**src/rtl/match_round_controller.sv**
```systemverilog
// Multi-round match sequencer for the button-press counter game.
// It drives the counter block's activator, tallies round wins, and declares a champion or a draw.
module match_round_controller #(
    parameter int unsigned NUM_PLAYERS    = 3,
    parameter int unsigned SCORE_W        = 4,
    parameter int unsigned WIN_ROUNDS     = 3,
    parameter int unsigned MAX_ROUNDS     = 9,
    parameter int unsigned GAP_CYCLES     = 4,
    parameter int unsigned SHOW_CYCLES    = 8,
    parameter int unsigned TIMEOUT_CYCLES = 1024
) (
    input  logic                           clk,
    input  logic                           rst,
    input  logic                           start,
    input  logic                           abort,
    input  logic                           result_valid,
    input  logic                           result_tie,
    input  logic [1:0]                     result_idx,
    output logic                           activator,
    output logic                           busy,
    output logic [3:0]                     round_num,
    output logic [NUM_PLAYERS*SCORE_W-1:0] score,
    output logic                           match_done,
    output logic                           champion_valid,
    output logic [1:0]                     champion,
    output logic                           timeout_err
);

    localparam int unsigned PHASE_MAX = (GAP_CYCLES > SHOW_CYCLES) ? GAP_CYCLES : SHOW_CYCLES;
    localparam int unsigned CNT_LIM   = (TIMEOUT_CYCLES > PHASE_MAX) ? TIMEOUT_CYCLES : PHASE_MAX;
    localparam int unsigned CNT_W     = $clog2(CNT_LIM);

    localparam logic [CNT_W-1:0]   GAP_LAST    = CNT_W'(GAP_CYCLES - 1);
    localparam logic [CNT_W-1:0]   SHOW_LAST   = CNT_W'(SHOW_CYCLES - 1);
    localparam logic [CNT_W-1:0]   TO_LAST     = CNT_W'(TIMEOUT_CYCLES - 1);
    localparam logic [SCORE_W-1:0] WIN_SCORE   = SCORE_W'(WIN_ROUNDS);
    localparam logic [3:0]         ROUND_LIMIT = 4'(MAX_ROUNDS);
    localparam logic [2:0]         NP          = 3'(NUM_PLAYERS);

    typedef enum logic [2:0] {
        S_IDLE,
        S_ARM,
        S_PLAY,
        S_SHOW,
        S_DONE
    } state_t;

    state_t             state_q, state_d;
    logic [CNT_W-1:0]   cnt_q, cnt_d;
    logic [3:0]         round_q, round_d;
    logic [SCORE_W-1:0] score_q [NUM_PLAYERS];
    logic [SCORE_W-1:0] score_d [NUM_PLAYERS];
    logic [1:0]         champ_q, champ_d;
    logic               champ_v_q, champ_v_d;
    logic               timeout_q, timeout_d;
    logic               activator_q, activator_d;
    logic               busy_q, busy_d;
    logic               done_q, done_d;

    logic               win_hit;
    logic               decisive;
    logic [SCORE_W-1:0] max_score;
    logic [1:0]         max_idx;
    logic [2:0]         max_cnt;

    // Champion scan: a champion exists only if exactly one player holds the top score.
    always_comb begin
        win_hit   = 1'b0;
        max_score = '0;
        max_idx   = '0;
        max_cnt   = '0;
        for (int unsigned p = 0; p < NUM_PLAYERS; p++) begin
            if (score_q[p] == WIN_SCORE) begin
                win_hit = 1'b1;
            end
            if (p == 0 || score_q[p] > max_score) begin
                max_score = score_q[p];
                max_idx   = 2'(p);
                max_cnt   = 3'd1;
            end else if (score_q[p] == max_score) begin
                max_cnt = max_cnt + 3'd1;
            end
        end
    end

    assign decisive = !result_tie && ({1'b0, result_idx} < NP);

    always_comb begin
        state_d   = state_q;
        round_d   = round_q;
        score_d   = score_q;
        champ_d   = champ_q;
        champ_v_d = champ_v_q;
        timeout_d = 1'b0;

        case (state_q)
            S_IDLE, S_DONE: begin
                if (start) begin
                    state_d   = S_ARM;
                    round_d   = '0;
                    score_d   = '{default: '0};
                    champ_d   = '0;
                    champ_v_d = 1'b0;
                end
            end
            S_ARM: begin
                if (cnt_q == GAP_LAST) begin
                    state_d = S_PLAY;
                end
            end
            S_PLAY: begin
                if (result_valid) begin
                    state_d = S_SHOW;
                    round_d = round_q + 4'd1;
                    if (decisive) begin
                        for (int unsigned p = 0; p < NUM_PLAYERS; p++) begin
                            if (result_idx == 2'(p)) begin
                                score_d[p] = score_q[p] + SCORE_W'(1);
                            end
                        end
                    end
                end else if (cnt_q == TO_LAST) begin
                    state_d   = S_ARM;
                    timeout_d = 1'b1;
                end
            end
            S_SHOW: begin
                if (cnt_q == SHOW_LAST) begin
                    if (win_hit || round_q == ROUND_LIMIT) begin
                        state_d   = S_DONE;
                        champ_v_d = (max_cnt == 3'd1);
                        champ_d   = (max_cnt == 3'd1) ? max_idx : 2'd0;
                    end else begin
                        state_d = S_ARM;
                    end
                end
            end
            default: begin
                state_d = S_IDLE;
            end
        endcase

        if (abort) begin
            state_d   = S_IDLE;
            round_d   = '0;
            score_d   = '{default: '0};
            champ_d   = '0;
            champ_v_d = 1'b0;
            timeout_d = 1'b0;
        end

        // Every state entry restarts the shared counter, including PLAY -> ARM on a timeout.
        if (state_d != state_q) begin
            cnt_d = '0;
        end else if (state_q == S_ARM || state_q == S_PLAY || state_q == S_SHOW) begin
            cnt_d = cnt_q + CNT_W'(1);
        end else begin
            cnt_d = cnt_q;
        end

        activator_d = (state_d == S_PLAY) || (state_d == S_SHOW);
        busy_d      = (state_d != S_IDLE) && (state_d != S_DONE);
        done_d      = (state_d == S_DONE);
    end

    always_ff @(posedge clk or negedge rst) begin
        if (!rst) begin
            state_q     <= S_IDLE;
            cnt_q       <= '0;
            round_q     <= '0;
            score_q     <= '{default: '0};
            champ_q     <= '0;
            champ_v_q   <= 1'b0;
            timeout_q   <= 1'b0;
            activator_q <= 1'b0;
            busy_q      <= 1'b0;
            done_q      <= 1'b0;
        end else begin
            state_q     <= state_d;
            cnt_q       <= cnt_d;
            round_q     <= round_d;
            score_q     <= score_d;
            champ_q     <= champ_d;
            champ_v_q   <= champ_v_d;
            timeout_q   <= timeout_d;
            activator_q <= activator_d;
            busy_q      <= busy_d;
            done_q      <= done_d;
        end
    end

    always_comb begin
        score = '0;
        for (int unsigned p = 0; p < NUM_PLAYERS; p++) begin
            score[p*SCORE_W +: SCORE_W] = score_q[p];
        end
    end

    assign activator      = activator_q;
    assign busy           = busy_q;
    assign round_num      = round_q;
    assign match_done     = done_q;
    assign champion_valid = champ_v_q;
    assign champion       = champ_q;
    assign timeout_err    = timeout_q;

endmodule
```
**config.mk**
```make
export PLATFORM = sky130hd
export DESIGN_NAME = match_round_controller
export DESIGN_NICKNAME = d
export VERILOG_FILES = /design/src/rtl/match_round_controller.sv
export SDC_FILE = /design/constraint.sdc
export NUM_CORES = 1
export LEC_CHECK = 0
export CAP_MARGIN = 20
export CORE_AREA = 2 2 79 81
export DETAILED_ROUTE_END_ITERATION = 8
export DIE_AREA = 0 0 81 83
export PLACE_DENSITY = 0.65
export SLEW_MARGIN = 20
export SYNTH_ARGS = -nofsm -noshare
export SYNTH_HDL_FRONTEND = slang
export SYNTH_SLANG_ARGS = --single-unit
export TNS_END_PERCENT = 30
```
**constraint.sdc**
```tcl
create_clock -name clk -period 3.1 [get_ports clk]
set_input_delay 0.62 -clock clk [delete_from_list [all_inputs] [get_ports clk]]
set_output_delay 0.62 -clock clk [all_outputs]
set_load 0.02 [all_outputs]
```
==> flow_metrics.py <==
metrics = {
    "layout": {
        "most-common-layout-cells": "dfrtp_1 (36), clkdlybuf4s50_1 (30), nand2_1 (19), nor2_1 (19), o21ai_0 (16)",
        "area_delta_synth_final_pct": 22.9,
        "nNetsFinal": 303,
        "final_common_cell": "dfrtp_1",
        "fin_util_pct": 48.3,
        "n_antenna_cell": 0,
        "layout-drive-gt1-share_pct": 12.1,
    },
    "routing": {
        "wl_per_cell_um": 14.4,
        "drtAntennaViolNets": 0,
        "drt-initial-drc-count": 103,
        "drcViolationCount": 0,
        "dr.pass1.iters": 6,
        "via_count": 1944,
        "routed_via_density": 5.46,
        "routed_wl_um": 5130,
    },
    "timing": {
        "post-route-period-util_pct": 90.9,
        "fin_crit_ps": 2820,
        "fin_setup_tns_ps": 0,
        "slew_headroom_pct": 63.7,
        "hold_viol": 0,
        "tightest_slew_ps": 545,
        "rsz0062_at_grt": "false",
        "setup_viol": 0,
        "finalMaxSlewViolations": 0,
        "fin_skew_ps": 7.63,
        "fmax_ghz": 0.355,
    },
    "clock_tree": {
        "clk_pin_slew_worst_paths_ps": 70,
        "post_cts_buffers": 0,
        "cts_buffers": 5,
        "cts_resized": 0,
        "clock-root-buffer": "clkbuf_8",
        "cts_num_sinks": 36,
        "htree_levels": 2,
        "clockBufferDepth": 2,
        "cts_hold_buf": 0,
        "cts_tree": "built",
        "clkLatencyLatePin_ps": 290,
    },
    "global_route": {
        "grt_antenna_before_repair": 0,
        "grt_start_max_net_pins": 37,
        "grt.met2_usage_pct": 27.6,
        "grt_pass1_wl_um": 8750,
        "grt_pass1_vias": 1929,
        "track_usage_pct": 16.5,
        "use_met1_pct": 20.7,
        "busiest_layer": "met2",
        "gr-total-overflow": 0,
        "grt_util_met3_pct": 3.48,
    },
    "setup_path": {
        "crit_type": "flip-flop to flip-flop",
        "critPathLaunchType": "flip-flop",
        "r2r-end": "champion[0]$_DFFE_PN0P_",
        "arrival_ps": 3050,
        "required_ps": 3330,
        "rrSetupSlack_ps": 280,
        "worstSetupEndpointType": "flip-flop",
        "r2r_cells": 12,
        "rr_startpoint": "score[4]$_DFFE_PN0P_",
        "path_max_fanout": 8,
    },
    "pwr": {
        "finalPower_mw": 1.09,
        "ir_drop_v": 0.000325,
        "p_leak_nw": 1.20,
        "powerDensity_nw_per_um2": 389,
    },
    "flow_run": {
        "cap_violations": 0,
    },
    "synth": {
        "ys_ff_latch": 36,
        "synth_area_per_cell_um2": 9.49,
        "seq_area_frac_synth_pct": 39.4,
        "synthTopCellsByArea": "dfrtp_1 (39%), ha_1 (8.2%), o21ai_0 (3.7%)",
        "synthesis.area_um2": 2290,
        "synth_nets": 264,
        "synth_edf_count": 0,
        "yosysTopAreaCell": "dfrtp_1",
        "ys.flop_type": "dfrtp_1",
        "synth_top_cell_area_share_pct": 39.4,
        "synthArstFlopShare_pct": 100,
        "ys_warn_count": 0,
        "synthDistinctLibCells": 56,
        "synth_cells": 241,
    },
    "placement": {
        "io_buffers": 30,
        "place_congestion": 0.841,
        "dp_hpwl_um": 3860,
    },
    "floorplan": {
        "fp.dieW_um": 81,
        "fp.dieArea_um2": 6720,
        "core_um2": 5820,
        "die_h_um": 83,
        "io_pins": 31,
        "row_count": 28,
        "initial_utilization_pct": 39.3,
    },
    "worst_hold_path": {
        "hold_path.startpoint": "champion[1]$_DFFE_PN0P_",
        "hp-class": "flip-flop to flip-flop",
        "hold_end": "champion[1]$_DFFE_PN0P_",
        "hold_depth": 1,
    },
    "outcome": {
        "status": "complete, no violations",
    },
}
-- cell type report --
| type | count | area, µm² |
|---|---|---|
| repair buffers | 37 | 353 |
| well taps | 75 | 93.8 |
| multi-input cells | 188 | 1310 |
| inverters | 12 | 45.0 |
| clock inverters | 3 | 42.5 |
| fillers | 586 | 3010 |
| flip-flops and latches | 36 | 901 |
| clock buffers | 5 | 68.8 |
-- sequential cells by signal, summed over array words and instances, names as in the netlist --
register        count
score              12
timeout_err         1
round_num           4
state_q             3
busy                1
champion            2
champion_valid      1
match_done          1
activator           1
cnt_q              10
-- through the flow --
step	hold WS [ps]	area (µm²)	cells	setup WS, ps
4_1_cts	511	2810	356	242
3_3_place_gp	488	2700	348	323
5_1_grt	530	2810	356	21.5
6_report	507	2810	356	282
2_1_floorplan	324	2290	241	224
3_5_place_dp	495	2700	348	261
-- synthesized netlist by cell type (2+ instances only) --
master and instances:
a21o_1 2, a21oi_1 15, a221oi_1 3, a22o_1 4
a31oi_1 5, and2b_2 2, and3_1 4, buf_6 2
clkbuf_1 2, dfrtp_1 36, ha_1 15, inv_1 12
mux2_2 2, mux2i_1 2, nand2_1 19, nand3_1 5
nand4_1 6, nor2_1 19, nor2b_1 3, nor3_1 13
nor3b_1 4, nor4_1 2, o2111ai_1 3, o211ai_1 2
o21a_1 2, o21ai_0 17, o31a_1 2, or4_4 2
xnor2_1 5, xor2_1 5
-- per-layer routing --
metal	wire, µm	part of all wire (%)	up-vias
met5	0	0	-
met4	85	1.7	0
met3	143	2.8	10
met2	2630	51	28
met1	2270	44	925
li1	-	-	981
-- worst max path at each step --
stage                         start                 endpoint  slack [ps]  depth (start not counted)
3_5_place_dp   score[4]$_DFFE_PN0P_  champion[1]$_DFFE_PN0P_         260                         13
3_3_place_gp   score[1]$_DFFE_PN0P_  champion[1]$_DFFE_PN0P_         320                         14
6_report       score[4]$_DFFE_PN0P_  champion[0]$_DFFE_PN0P_         280                         12
5_1_grt        score[1]$_DFFE_PN0P_  champion[0]$_DFFE_PN0P_          20                         13
2_1_floorplan  score[2]$_DFFE_PN0P_  champion[1]$_DFFE_PN0P_         220                         12
4_1_cts        score[4]$_DFFE_PN0P_  champion[1]$_DFFE_PN0P_         240                         13
-- critical path: stages, from the launching register on --
cell	delay (ps)
dfrtp_1	480
inv_1	70
ha_1	270
and4_1	200
a21oi_1	170
buf_4	180
mux2_2	340
ha_1	270
nand4_1	140
nor4_1	190
a21oi_1	90
nor3b_1	210
a22o_1	150
-- power breakdown --
part	leakage, nW	internal (mW)	switching [mW]
sequential	0.499	0.489	0.0219
clock	0.0541	0.238	0.177
combinational	0.646	0.0710	0.0980
total	1.20	0.798	0.297
-- cells by family (layout without fill, tap and decap cells) --
group	count (synthesis)	count (layout)	synth area share [%]
AO/OA/AOI/OAI	67	67	20.0
XOR/XNOR	10	10	3.83
adder cells (fa/ha/maj)	15	15	8.21
buffers and inverters	17	57	3.50
flip-flops	36	36	39.4
multiplexers	5	5	2.35
AND/OR/NAND/NOR	91	91	22.8
No activity file was read; power rests on OpenSTA's default activity.
